## src/rtl/fifo_pkg.sv

```systemverilog
// fifo_pkg
// Constants shared by the FIFO blocks.
//   LEVEL_W   : width of the local occupancy count
//   POP_DEPTH : number of words the pop stage can hold locally
package fifo_pkg;

    localparam int LEVEL_W   = 2;
    localparam int POP_DEPTH = 2;

endpackage

```

## src/rtl/fifo_pop_stage_if.sv

```systemverilog
// fifo_pop_stage_if
// Bundles the pop stage's controller-side and stream-side signals.
//   empty, ram_rd_data, pop_req_n : FIFO controller / RAM read port
//   flush                         : synchronous clear of the stage
//   data_out, data_valid, data_ready, level : downstream FWFT stream
// Modports:
//   master : the pop stage itself
//   slave  : the environment around it (controller, RAM, consumer)
interface fifo_pop_stage_if
    import fifo_pkg::*;
#(
    parameter int width = 8
);
    logic               empty;
    logic               pop_req_n;
    logic [width-1:0]   ram_rd_data;
    logic               flush;
    logic [width-1:0]   data_out;
    logic               data_valid;
    logic               data_ready;
    logic [LEVEL_W-1:0] level;

    modport master (
        input  empty, ram_rd_data, flush, data_ready,
        output pop_req_n, data_out, data_valid, level
    );

    modport slave (
        output empty, ram_rd_data, flush, data_ready,
        input  pop_req_n, data_out, data_valid, level
    );
endinterface

```

## src/rtl/fifo_pop_skid.sv

```systemverilog
// fifo_pop_skid
// Two-entry head/skid register pair that keeps words in arrival order.
//   clk, rst    : clock, async active-high reset
//   load        : load_data arrives this cycle
//   take        : head word is consumed this cycle
//   clear       : drop both entries (wins over load/take)
//   load_data   : incoming word
//   head        : head word
//   head_v      : head holds a word
//   skid_v      : skid holds a word
module fifo_pop_skid #(
    parameter int width = 8
) (
    input  logic             clk,
    input  logic             rst,
    input  logic             load,
    input  logic             take,
    input  logic             clear,
    input  logic [width-1:0] load_data,
    output logic [width-1:0] head,
    output logic             head_v,
    output logic             skid_v
);
    logic [width-1:0] skid;

    always_ff @(posedge clk or posedge rst) begin
        if (rst) begin
            head   <= '0;
            skid   <= '0;
            head_v <= 1'b0;
            skid_v <= 1'b0;
        end else if (clear) begin
            head_v <= 1'b0;
            skid_v <= 1'b0;
        end else if (take) begin
            if (skid_v) begin
                // Skid advances; a returning word backfills the skid.
                head   <= skid;
                head_v <= 1'b1;
                skid_v <= load;
                if (load) skid <= load_data;
            end else begin
                head_v <= load;
                if (load) head <= load_data;
            end
        end else if (load) begin
            // Skid is never occupied while head is free, so a free head
            // implies the word belongs there. The pop rule keeps both
            // entries from being full when a word returns untaken.
            if (!head_v) begin
                head   <= load_data;
                head_v <= 1'b1;
            end else begin
                skid   <= load_data;
                skid_v <= 1'b1;
            end
        end
    end
endmodule

```

## src/rtl/fifo_pop_stage.sv

```systemverilog
// fifo_pop_stage
// Read-side companion of the single-clock FIFO controller. Issues pops,
// captures the registered RAM read data one cycle later and presents it
// as a first-word-fall-through stream from a 2-entry local buffer.
//   clk, rst : clock, async active-high reset
//   bus      : fifo_pop_stage_if master modport (controller, RAM, stream)
module fifo_pop_stage
    import fifo_pkg::*;
#(
    parameter int width = 8
) (
    input  logic          clk,
    input  logic          rst,
    fifo_pop_stage_if.master bus
);
    logic               inflight;
    logic               take;
    logic               pop;
    logic               head_v;
    logic               skid_v;
    logic [width-1:0]   head;
    logic [LEVEL_W-1:0] held;
    logic [LEVEL_W:0]   occ;

    assign take = head_v & bus.data_ready;
    assign held = {1'b0, head_v} + {1'b0, skid_v};

    // Occupancy after this cycle: words held plus the one returning,
    // minus the one leaving. take implies head_v, so this never wraps.
    assign occ = {1'b0, held} + {{LEVEL_W{1'b0}}, inflight} - {{LEVEL_W{1'b0}}, take};

    // rst is included so the pop request reads inactive during reset.
    assign pop = !rst && !bus.empty && !bus.flush && (occ < (LEVEL_W+1)'(POP_DEPTH));

    always_ff @(posedge clk or posedge rst) begin
        if (rst) begin
            inflight <= 1'b0;
        end else begin
            inflight <= pop;
        end
    end

    fifo_pop_skid #(.width(width)) u_skid (
        .clk       (clk),
        .rst       (rst),
        .load      (inflight & ~bus.flush),
        .take      (take & ~bus.flush),
        .clear     (bus.flush),
        .load_data (bus.ram_rd_data),
        .head      (head),
        .head_v    (head_v),
        .skid_v    (skid_v)
    );

    assign bus.pop_req_n  = ~pop;
    assign bus.data_out   = head;
    assign bus.data_valid = head_v;
    assign bus.level      = held;
endmodule

```

## src/flat_wrapper.sv

```systemverilog
// flat-port wrapper written by rule: the top's interface ports become plain ports
module fifo_pop_stage_flat import fifo_pkg::*;
#(
    parameter int width = 8
)
  (clk, rst, bus_empty, bus_ram_rd_data, bus_flush, bus_data_ready, bus_pop_req_n, bus_data_out, bus_data_valid, bus_level);
  fifo_pop_stage_if #(.width(width)) bus_i ();
  input  logic clk;
  input  logic rst;
  input wire logic [$bits(bus_i.empty)-1:0] bus_empty;
  input wire logic [$bits(bus_i.ram_rd_data)-1:0] bus_ram_rd_data;
  input wire logic [$bits(bus_i.flush)-1:0] bus_flush;
  input wire logic [$bits(bus_i.data_ready)-1:0] bus_data_ready;
  output wire logic [$bits(bus_i.pop_req_n)-1:0] bus_pop_req_n;
  output wire logic [$bits(bus_i.data_out)-1:0] bus_data_out;
  output wire logic [$bits(bus_i.data_valid)-1:0] bus_data_valid;
  output wire logic [$bits(bus_i.level)-1:0] bus_level;
  assign bus_i.empty = bus_empty;
  assign bus_i.ram_rd_data = bus_ram_rd_data;
  assign bus_i.flush = bus_flush;
  assign bus_i.data_ready = bus_data_ready;
  assign bus_pop_req_n = bus_i.pop_req_n;
  assign bus_data_out = bus_i.data_out;
  assign bus_data_valid = bus_i.data_valid;
  assign bus_level = bus_i.level;
  fifo_pop_stage #(.width(width)) u_core (.clk(clk), .rst(rst), .bus(bus_i));
endmodule
```

## config.mk

```make
export PLATFORM = sky130hd
export DESIGN_NAME = fifo_pop_stage_flat
export DESIGN_NICKNAME = d
export VERILOG_FILES = /design/src/rtl/fifo_pkg.sv /design/src/rtl/fifo_pop_stage_if.sv /design/src/rtl/fifo_pop_skid.sv /design/src/rtl/fifo_pop_stage.sv /design/src/flat_wrapper.sv
export SDC_FILE = /design/constraint.sdc
export NUM_CORES = 1
export LEC_CHECK = 0
export ABC_AREA = 1
export ABC_CLOCK_PERIOD_IN_PS = 1550
export BUFFER_PORTS_ARGS = -buffer_cell sky130_fd_sc_hd__buf_2
export CAP_MARGIN = 10
export CORE_MARGIN = 2
export CORE_UTILIZATION = 45
export DETAILED_ROUTE_END_ITERATION = 7
export MAX_ROUTING_LAYER = met4
export PLACE_DENSITY = 0.71
export SLEW_MARGIN = 20
export SYNTH_ARGS = -nofsm -noshare
export SYNTH_HDL_FRONTEND = slang
export SYNTH_SLANG_ARGS = --single-unit
export TNS_END_PERCENT = 5
```

## constraint.sdc

```tcl
create_clock -name clk -period 1.55 [get_ports clk]
set_clock_uncertainty 0.1 [all_clocks]
set_input_delay 0.2325 -clock clk [delete_from_list [all_inputs] [get_ports clk]]
set_output_delay 0.2325 -clock clk [all_outputs]
set_load 0.01 [all_outputs]
```

* Word level (Yosys, flattened, before mapping)
Cells that the tools add are included.
Widths: inputs -> output; s select.
** Storage, ports and cells
- Register bits after elaboration :: 19
- Input port bits :: 13
- Output and inout port bits :: 12
- Logic and storage cells :: 49
** Operators by class
- Add/sub/neg operators :: 3
- Order comparisons :: 1
- Equal/unequal tests :: 3
- Muxes and demuxes :: 18
- Bitwise logic cells :: 5
- Reductions and logical operators :: 14
** Operator list (count)
- $mux 8 :: 9
- $mux 1 :: 9
- $reduce_bool 2->1 :: 3
- $reduce_bool 3->1 :: 2
- $reduce_and 5->1 :: 1
- $ne 2x2->1 const B :: 2
- $reduce_and 4->1 :: 1
- $add 2x1->3 :: 1
- $and 1x1->1 :: 3
- $logic_and 1x1->1 :: 3
- $logic_not 1->1 :: 3
- $lt 3x2->1 const B :: 1
- $sub 3x1->3 :: 1
- $add 1x1->2 :: 1
- $ne 2x1->1 const B :: 1
- $not 1->1 :: 2
- $reduce_and 2->1 :: 1

* Longest topological paths before layout
Gate-level depths: netlist of the first run.
- Word-level depth :: 6
- Depth in mapped cells :: 8
- Mapped depth without buffers :: 8

* By module
A second synthesis of the first run with hierarchy kept.
** Second synthesis, totals
- Cells, all modules :: 138
- Area total of the unflattened synthesis :: 1073.5 µm²
** Modules (own cells, without submodules)
- fifo_pop_skid :: instances 1, cells each 107, area each 902.1 µm², sequential area each 450.4 µm²
- fifo_pop_stage :: instances 1, cells each 31, area each 171.4 µm², sequential area each 25.0 µm²

* Worst setup path after synthesis of the first run
Ideal clock, no wire load.
- Kind :: reg-to-output
- From :: reg u_core.u_skid.head_v
- To :: out bus_pop_req_n
- Arrival :: 1.488 ns
- Data required time :: 1.217 ns
- Path slack :: -0.271 ns
- Stages on the path, launching flop included :: 8
- Path buffers :: 0
- Cell sequence :: dfrtp_1 ha_1 inv_1 ha_1 nor2_1 inv_1 nand2_1 nand3_1
** On the way
- Cells in the longest elaborated chain, start to end :: 6
- Elaborated cells between the ends (all ways) :: 7
- Classes of those cells :: 3 x add/sub; 1 x order compare; 2 x bitwise; 1 x reduce/logical
** RTL lines
- start: declaration :: RTL line fifo_pop_skid.sv:21 : output logic head_v,
- start signal: assignment :: RTL line fifo_pop_skid.sv:43 : head_v <= load;
- $add 1x1->2 :: RTL line fifo_pop_stage.sv:26 : assign held = {1'b0, head_v} + {1'b0, skid_v};
- net bus_level[0] :: RTL line flat_wrapper.sv:17 : output wire logic [$bits(bus_i.level)-1:0] bus_level;
- $add 2x1->3 :: RTL line fifo_pop_stage.sv:30 : assign occ = {1'b0, held} + {{LEVEL_W{1'b0}}, inflight} - {{LEVEL_W{1'b0}}, take};
- $sub 3x1->3 :: RTL line fifo_pop_stage.sv:30
- $lt 3x2->1 :: RTL line fifo_pop_stage.sv:33 : assign pop = !rst && !bus.empty && !bus.flush && (occ < (LEVEL_W+1)'(POP_DEPTH));
- $logic_and 1x1->1 :: RTL line fifo_pop_stage.sv:33
- $not 1->1 :: RTL line fifo_pop_stage.sv:55 : assign bus.pop_req_n = ~pop;
- end: declaration :: RTL line flat_wrapper.sv:14 : output wire logic [$bits(bus_i.pop_req_n)-1:0] bus_pop_req_n;
The timed path passes the listed nets, and every way through them passes these cells.

* Worst setup path in the final report of the first run
- From :: reg u_core.u_skid.head_v
- To :: out bus_pop_req_n
** On the way
- Cells in the longest elaborated chain, start to end :: 6
- Elaborated cells between the ends (all ways) :: 7
- Classes of those cells :: 3 x add/sub; 1 x order compare; 2 x bitwise; 1 x reduce/logical
** RTL lines (RTL line)
- $add 1x1->2 :: fifo_pop_stage.sv:26
- $add 2x1->3 :: fifo_pop_stage.sv:30
- $sub 3x1->3 * :: fifo_pop_stage.sv:30
- $lt 3x2->1 * :: fifo_pop_stage.sv:33
- $logic_and 1x1->1 * :: fifo_pop_stage.sv:33
- $not 1->1 * :: fifo_pop_stage.sv:55
Every way passes the cells marked *; elsewhere a longest branch is shown, timed or not.

==> flow_summary.ini, run 1 <==
[status]
outcome = finished with violations
violations = setup timing

[timing]
max_freq_mhz = 497
slew_headroom_pct = 75.4
finalCritPeriodShare_pct = 130
rsz0062_at_grt = true
hold_violations = 0
finalWorstPathRequiredPeriod_ns = 2.01
fin_ws_ns = -0.461
slew_viol_final = 0
hold_slack_ns = 0.0842
tightestPinTransition_ns = 0.369
finalSetupViolCount = 2

[floorplan]
chipHeight_um = 54.3
rows = 18
die_x_um = 54.3
die-area_um2 = 2950
initial_core_util_pct = 46.8
num_io_pins = 25
core_um2 = 2430

[synth]
synth_cells = 151
synth_top_area_cell = dfrtp_1
synth_top_area_share_pct = 41.8
syn-cell-area_um2 = 1140
async_reset_ff_share_pct = 100
ys_warn_count = 0
ys_ff_latch = 19
syn_nets = 166
synth_area_leaders = dfrtp_1, nand2_1, o21ai_2
synth_ff_type = dfrtp_1
avgSynthCellArea_um2 = 7.53
ys_seq_area_share_pct = 41.8
synth_edf_count = 0
netlist_top_cells_count = nand2_1, dfrtp_1, inv_1, nand3_1, o21ai_2
yosysMostFrequentCell = nand2_1
synth.distinct_cells = 19

[cells_and_area]
syn_to_final_growth_pct = 25.0
fin_cells = 215
stdcell_area_um2 = 1420
drive_gt1_share_pct = 34.6
antennaDiodeCount = 0
final_nets = 201
multi_input_comb_area_um2 = 617
fillers = 235
seq_area_um2 = 477

[setup_path]
cp_common_cell = ha_4
slowest_delay_ns = 0.44
path_class = reg -> out
crit_required_ns = 1.22
crit_chain = ha_4, inv_2, ha_4, xnor2_2, inv_1, nand2_1, nand3_2, buf_2
arrival_ns = 1.68
endpoint_kind = primary output
cp_max_fo = 2
slowest_stage = dfrtp_2
startpoint_type = flip-flop

[clock_tree]
clkLatencyLatePin_ns = 0.30
htreeDepth = 1
cts_max_path_buffers = 2
cts_tree = yes
cts-root-buf = clkbuf_4
clock_sinks = 19
clkTransAtPathRegs_ns = 0.11
cts_made_buffers = 3

[grt]
track_usage_pct = 19.7
grt_pass1_vias = 938
antenna_found_initial = 0
grt_pass1_wl_mm = 4.01
grt_overflow = 0
grt_max_degree = 18

[power_and_ir_drop]
internal-power_w = 0.000802
pwr-share-seq_pct = 52.8
p_leak_nw = 0.811
p_per_area_nw_per_um2 = 825
p_sw_share_pct = 31.6
p_comb_share_pct = 25.8
p_clk_share_pct = 21.4
total_power_w = 0.00117
power_switching_w = 0.000371
max-vdd-ir-drop_uv = 500

[placed_design]
dp_hpwl_mm = 1.84
post_dp_cell_area_um2 = 1370
dp_slack_ns = -0.150
port-buffer-count = 24
dp.cells = 209
gp_congestion = 0.848

[detailed_routing]
routed_wl_mm = 2.34
drc = 0
vias = 996
drt_iter0_markers = 25
viasPerCell = 4.63
ant_nets = 0
wl_per_cell_um = 10.9
dr.pass1.iters = 4

[run]
maxCapViolations = 0

[min_path]
min_path_type = in -> reg
repair_timing:
action | CTS | global route
resized for setup | 0 | 3
hold buffers | 1 | 0
hold endpoints to repair | 8 | 0
buffers inserted | 1 | 0
pin swaps | 0 | 1
setup endpoints to repair | 2 | 10
power groups by stage:
| stage | logic [W] | clock network (W) | registers, W |
|---|---|---|---|
| after floorplan | 0.000158 | 0 | 0.000653 |
| after global placement | 0.000289 | 0 | 0.000625 |
| after detailed placement | 0.000299 | 0 | 0.000630 |
| after CTS | 0.000305 | 0.000263 | 0.000619 |
| after global routing | 0.000346 | 0.000285 | 0.000630 |
| final | 0.000303 | 0.000251 | 0.000619 |
final timing paths:
kind,from,end,slack (ns),cells past startpoint
setup / recovery,u_core.u_skid.head_v,bus_pop_req_n,-0.46,8
max in group asynchronous,rst,u_core.u_skid.head[6],0.51,4
min in group asynchronous,rst,u_core.u_skid.skid[4],0.36,3
setup reg to reg,u_core.u_skid.head_v,u_core.inflight,-0.01,9
hold / removal,bus_ram_rd_data[0],u_core.u_skid.skid[0],0.08,3
hold reg to reg,u_core.u_skid.head[1],u_core.u_skid.head[1],0.39,2
cell families after synthesis:
kind of cell | Yosys count | share of synthesized area, %
xor gates and xnor gates | 1 | 0.770
buffers and inverters | 20 | 8.36
DFF | 19 | 41.8
and+or+nand+nor | 99 | 38.6
AOI/OAI and AO/OA | 10 | 8.25
adders and majority gates | 2 | 2.20
layer usage:
| layer | GRT usage, % | routed length, um | vias to the layer above |
|---|---|---|---|
| met2 | 30.9 | 1140 | 21 |
| met5 | - | 0 | - |
| li1 | - | - | 531 |
| met4 | 8.75 | 34 | 0 |
| met1 | 25.4 | 1080 | 440 |
| met3 | 2.46 | 91 | 4 |
sequential cells by signal (all words and copies together), names as in the netlist:
register              cells
u_core.u_skid.head        8
u_core.u_skid.skid_v      1
u_core.u_skid.head_v      1
u_core.u_skid.skid        8
u_core.inflight           1
cell usage in the layout (no fill, tap or decap), drive strengths merged:
| cell type | n |
|---|---|
| xnor2 | 1 |
| clkbuf | 3 |
| o211ai | 1 |
| buf | 31 |
| inv | 18 |
| o21ai | 9 |
| dfrtp | 19 |
| nand2 | 83 |
| dlygate4sd3 | 1 |
| nor2 | 3 |
| clkinv | 1 |
| ha | 2 |
| nand4 | 1 |
| nand3 | 11 |
| nor3 | 1 |
cell type report:
type	count	area share [%]
Multi-Input combinational cell	112	43.4
Inverter	18	4.75
Clock inverter	1	0.352
Tap cell	30	2.64
Clock buffer	3	1.58
Timing Repair Buffer	32	13.7
Sequential cell	19	33.5
critical path: cells and delay by family, from the launching register on:
kind,cells,cell delay (ns)
flip-flops,1,0.44
adder cells (fa/ha/maj),2,0.42
buffers and inverters,3,0.24
XOR/XNOR,1,0.15
AND/OR/NAND/NOR,2,0.14
stage by stage:
step / utilization (%) / setup TNS (ns)
final: 58.4 / -0.470
after global placement: 56.2 / -0.0945
after detailed placement: 56.2 / -0.155
after global routing: 58.4 / -0.662
after CTS: 58.0 / -0.499
after floorplan: - / -0.0511
No activity file was read; power rests on OpenSTA's default activity.
==> run 2, diff against run 1 <==
- RECOVER_POWER: default -> 100
==> run 2 against run 1 <==
The run still ends with setup timing left; setup slack about the same; critical path depth unchanged; final cell count unchanged; sequential power about the same; hold slack improved by 0.0011 ns; via count unchanged; combinational power decreased by 5%; sequential share of layout area increased by 0.69 points; cell area decreased by 2.0%; global-route usage unchanged; largest cell class unchanged.
==> flow_summary.ini, run 2 (same netlist as run 1, synthesis figures left out) <==
[cells_and_area]
drive_gt1_share_pct = 29.7
fin_util_pct = 57.3
top_regs = u_core.u_skid.head: 8 flops, u_core.u_skid.skid: 8 flops
final_common_cell = nand2_1
seq_area_um2 = 477
fillers = 243
antennaDiodeCount = 0
stdcell_area_um2 = 1390
syn_to_final_growth_pct = 22.4
layout_common_cells = nand2_1, dfrtp_1, buf_2, inv_1
multi_input_comb_area_um2 = 617
final_nets = 201

[timing]
finalWorstPathRequiredPeriod_ns = 2.01
fin_ws_ns = -0.461
finalCritPeriodShare_pct = 130
tightestPinTransition_ns = 0.367
max_freq_mhz = 497
finalSetupViolCount = 2
slew_headroom_pct = 75.5
hold_violations = 0
slew_viol_final = 0
rsz0062_at_grt = true

[setup_path]
path_class = reg -> out
endpoint_kind = primary output
arrival_ns = 1.68
r2r_setup_slack_ns = -0.01
crit_required_ns = 1.22
rr_worst_depth = 9
startpoint_type = flip-flop
r2r-start = u_core.u_skid.head_v
r2r_end = u_core.inflight
cp_max_fo = 2

[floorplan]
die-area_um2 = 2950
die_x_um = 54.3
core_um2 = 2430
rows = 18
num_io_pins = 25
chipHeight_um = 54.3
initial_core_util_pct = 46.8

[min_path]
hold_start = bus_ram_rd_data[0]
min_path_type = in -> reg
min_to = u_core.u_skid.skid[0]
hold_depth = 3

[grt]
grt_pass1_vias = 938
track_usage_pct = 19.7
grt_overflow = 0
grt_max_degree = 18
antenna_found_initial = 0
grt_pass1_wl_mm = 4.01

[clock_tree]
cts_tree = yes
htreeDepth = 1
clkLatencyLatePin_ns = 0.29
clock_sinks = 19
cts_max_path_buffers = 2
cts_made_buffers = 3
cts-root-buf = clkbuf_4
clkTransAtPathRegs_ns = 0.11

[status]
outcome = finished with violations
violations = setup timing

[detailed_routing]
drt_iter0_markers = 24
top_layer = met4
drc = 0
dr.pass1.iters = 4
wl_per_cell_um = 10.9
routed_wl_mm = 2.34
viasPerCell = 4.63
route.met2.wl_mm = 1.13
wl_met3_um = 90
vias = 996
m1WireLength_mm = 1.08
ant_nets = 0

[placed_design]
gp_congestion = 0.848
port-buffer-count = 24
post_dp_cell_area_um2 = 1370
dp_hpwl_mm = 1.84

[power_and_ir_drop]
max-vdd-ir-drop_uv = 498
p_per_area_nw_per_um2 = 830
p_leak_nw = 0.772

[run]
maxCapViolations = 0
==> run 2: critical path, cell delays in order (launching register included) <==
cell     delay [ns]
dfrtp_2        0.44
ha_4           0.27
inv_2          0.04
ha_4           0.15
xnor2_2        0.15
inv_1          0.05
nand2_1        0.07
nand3_2        0.07
buf_2          0.15
==> run 2: how the worst max path moves through the flow <==
stage	from	endpoint	slack [ns]	depth (start not counted)
3_5_place_dp	u_core.u_skid.head_v	bus_pop_req_n	-0.15	8
4_1_cts	u_core.u_skid.head_v	bus_pop_req_n	-0.48	8
6_report	u_core.u_skid.head_v	bus_pop_req_n	-0.46	8
3_3_place_gp	u_core.u_skid.head_v	bus_pop_req_n	-0.09	8
2_1_floorplan	u_core.u_skid.head_v	bus_pop_req_n	-0.05	7
5_1_grt	u_core.u_skid.head_v	bus_pop_req_n	-0.56	8
==> run 2: layer usage <==
metal  up-vias  GRT usage, %
met5         -             -
met4         0          8.75
met3         4          2.46
met2        22          30.9
met1       439          25.4
li1        531             -
==> run 2: stage by stage <==
step / cells / setup WS [ns] / power (W) / hold WS, ns / setup TNS, ns
after global placement: 209 / -0.0945 / 0.000914 / 0.116 / -0.0945
after floorplan: 151 / -0.0511 / 0.000810 / 0.0836 / -0.0511
after global routing: 215 / -0.562 / 0.00125 / 0.0795 / -0.880
final: 215 / -0.461 / 0.00116 / 0.0853 / -0.470
after detailed placement: 209 / -0.150 / 0.000929 / 0.136 / -0.155
after CTS: 215 / -0.481 / 0.00119 / 0.0781 / -0.499
==> run 2: what timing repair did <==
action	in CTS	in global routing
cloned	0	0
setup buffers	1	0
gates resized for setup	0	3
pin swaps	0	1
endpoints found under the hold margin	8	0
hold buffers	1	0
endpoints found under the setup margin	2	10
==> run 2: area by class of cell <==
class                   count  share of cell area (%)
clock buffers               3                    1.62
inverters                  18                    4.85
flip-flops and latches     19                    34.2
well taps                  30                    2.70
clock inverters             1                   0.359
multi-input cells         112                    44.3
repair buffers             32                    11.9
==> run 2: where the power goes <==
part | leakage [nW] | switching, W | internal, W | total (W)
clock | 0.0177 | 0.000153 | 0.0000960 | 0.000249
sequential | 0.250 | 0.0000452 | 0.000575 | 0.000621
combinational | 0.505 | 0.000172 | 0.000115 | 0.000287
total | 0.772 | 0.000370 | 0.000786 | 0.00116
==> run 3, diff against run 2 <==
- REMOVE_ABC_BUFFERS: default -> 1
==> run 3 against run 2 <==
The run still ends with setup timing left; hold slack got worse by 0.0045 ns; routed wire length rose by 12%; sequential power barely moved; clock-buffer cell count rose by 1; non-clock buffer count rose by 4; final cell count rose by 1.9%; cell area rose by 4.4%; clock power rose by 3%; via count rose by 6.5%; total power rose by 2.1%; die area did not move; setup slack got worse by 0.019 ns.
==> flow_summary.ini, run 3 (same netlist as run 1, synthesis figures left out) <==
[setup_path]
arrival_ns = 1.70
path_class = reg -> out
path_delay_family = adder cells
cp_common_cell = ha_4
crit_required_ns = 1.22
slowest_stage = dfrtp_1
crit_chain = ha_4, inv_2, ha_4, nor2_4, inv_1, nand2_1, nand3_2, buf_6
startpoint_type = flip-flop
cp_max_fo = 2
endpoint_kind = primary output
crit_buf_inv = 3
slowest_delay_ns = 0.43

[floorplan]
num_io_pins = 25
initial_core_util_pct = 46.8
die-area_um2 = 2950
rows = 18
chipHeight_um = 54.3
core_um2 = 2430
die_x_um = 54.3

[cells_and_area]
layout_common_cells = nand2_1, dfrtp_1, inv_1, buf_2
final_common_cell = nand2_1
final_nets = 205
syn_to_final_growth_pct = 27.8
fin_util_pct = 59.8
drive_gt1_share_pct = 29.6
top_regs = u_core.u_skid.head: 8 flops, u_core.u_skid.skid: 8 flops
multi_input_comb_area_um2 = 617
seq_area_um2 = 475
antennaDiodeCount = 0
fillers = 234

[power_and_ir_drop]
pwr-share-seq_pct = 52.6
internal-power_w = 0.000799
power_switching_w = 0.000382
p_sw_share_pct = 32.3
p_per_area_nw_per_um2 = 812
p_clk_share_pct = 21.8
max-vdd-ir-drop_uv = 535
p_comb_share_pct = 25.6
p_leak_nw = 0.806

[run]
maxCapViolations = 0

[timing]
finalWorstPathRequiredPeriod_ns = 2.03
hold_violations = 0
finalSetupViolCount = 4
max_freq_mhz = 493
rsz0062_at_grt = true
slew_viol_final = 0
hold_slack_ns = 0.0809
fin_ws_ns = -0.480
slew_headroom_pct = 67.7
tightestPinTransition_ns = 0.484
finalCritPeriodShare_pct = 131

[placed_design]
dp_hpwl_mm = 1.77
gp_congestion = 0.849
port-buffer-count = 24

[grt]
grt_overflow = 0
grt_max_degree = 20
grt_pass1_vias = 971
antenna_found_initial = 0
track_usage_pct = 19.9
grt_pass1_wl_mm = 4.09

[detailed_routing]
drc = 0
ant_nets = 0
drt_iter0_markers = 26
routed_wl_mm = 2.63
viasPerCell = 4.84
vias = 1061
dr.pass1.iters = 4
wl_per_cell_um = 12.0

[min_path]
min_path_type = in -> reg

[status]
outcome = finished with violations
violations = setup timing

[clock_tree]
cts_tree = yes
cts_made_buffers = 3
clkTransAtPathRegs_ns = 0.11
cts-root-buf = clkbuf_4
clock_sinks = 19
clkLatencyLatePin_ns = 0.30
cts_max_path_buffers = 2
htreeDepth = 1
## run 3: worst register-to-register path, cell delays in order (launching register included)
cell	delay (ns)
dfrtp_1	0.43
ha_4	0.28
inv_2	0.04
ha_4	0.21
nor2_4	0.10
inv_1	0.04
nand2_1	0.07
nand3_2	0.08
buf_4	0.15
buf_4	0.12
buf_4	0.12
buf_4	0.12
inv_1	0.04
## run 3: worst paths after layout
kind / start / to / slack (ns) / cells past startpoint
max: u_core.u_skid.head_v / bus_pop_req_n / -0.48 / 8
min: bus_ram_rd_data[2] / u_core.u_skid.skid[2] / 0.08 / 3
max reg2reg: u_core.u_skid.head_v / u_core.inflight / -0.40 / 12
min reg2reg: u_core.u_skid.head[1] / u_core.u_skid.head[1] / 0.39 / 2
max in group asynchronous: rst / u_core.u_skid.skid[6] / 0.54 / 4
min in group asynchronous: rst / u_core.u_skid.head[6] / 0.49 / 4
## run 3: metrics by stage
| step | total power [W] | area (um2) | TNS, ns | setup slack [ns] | std cells |
|---|---|---|---|---|---|
| finish | 0.00118 | 1450 | -0.881 | -0.480 | 219 |
| global route | 0.00125 | 1450 | -1.56 | -0.568 | 219 |
| CTS | 0.00119 | 1400 | -0.946 | -0.521 | 218 |
| detailed placement | 0.000921 | 1330 | -0.330 | -0.233 | 209 |
| global placement | 0.000904 | 1330 | -0.241 | -0.193 | 209 |
| floorplan | 0.000800 | 1110 | -0.591 | -0.335 | 149 |
## run 3: area by class of cell
cell class	instances	area share [%]
inverters	18	4.65
clock buffers	4	1.81
well taps	30	2.58
repair buffers	36	15.8
flip-flops and latches	19	32.7
multi-input cells	112	42.4
## run 3: metal layers
metal / vias up / GRT usage (%) / wire, um
li1: 541 / - / -
met1: 490 / 24.7 / 1140
met2: 23 / 33.1 / 1340
met3: 7 / 2.46 / 94
met4: 0 / 7.50 / 65
met5: - / - / 0
## run 3: power by group through the flow
stage | logic [W] | registers [W] | clock network [W]
global route | 0.000344 | 0.000630 | 0.000280
detailed placement | 0.000293 | 0.000628 | 0
global placement | 0.000281 | 0.000623 | 0
CTS | 0.000304 | 0.000619 | 0.000263
finish | 0.000303 | 0.000621 | 0.000257
floorplan | 0.000147 | 0.000653 | 0
## run 3: timing repair
action | CTS | global route
pin swaps | 4 | 6
gates resized for setup | 2 | 11
setup endpoints to repair | 2 | 11
hold buffers | 1 | 0
buffers inserted | 4 | 1
hold endpoints to repair | 19 | 0
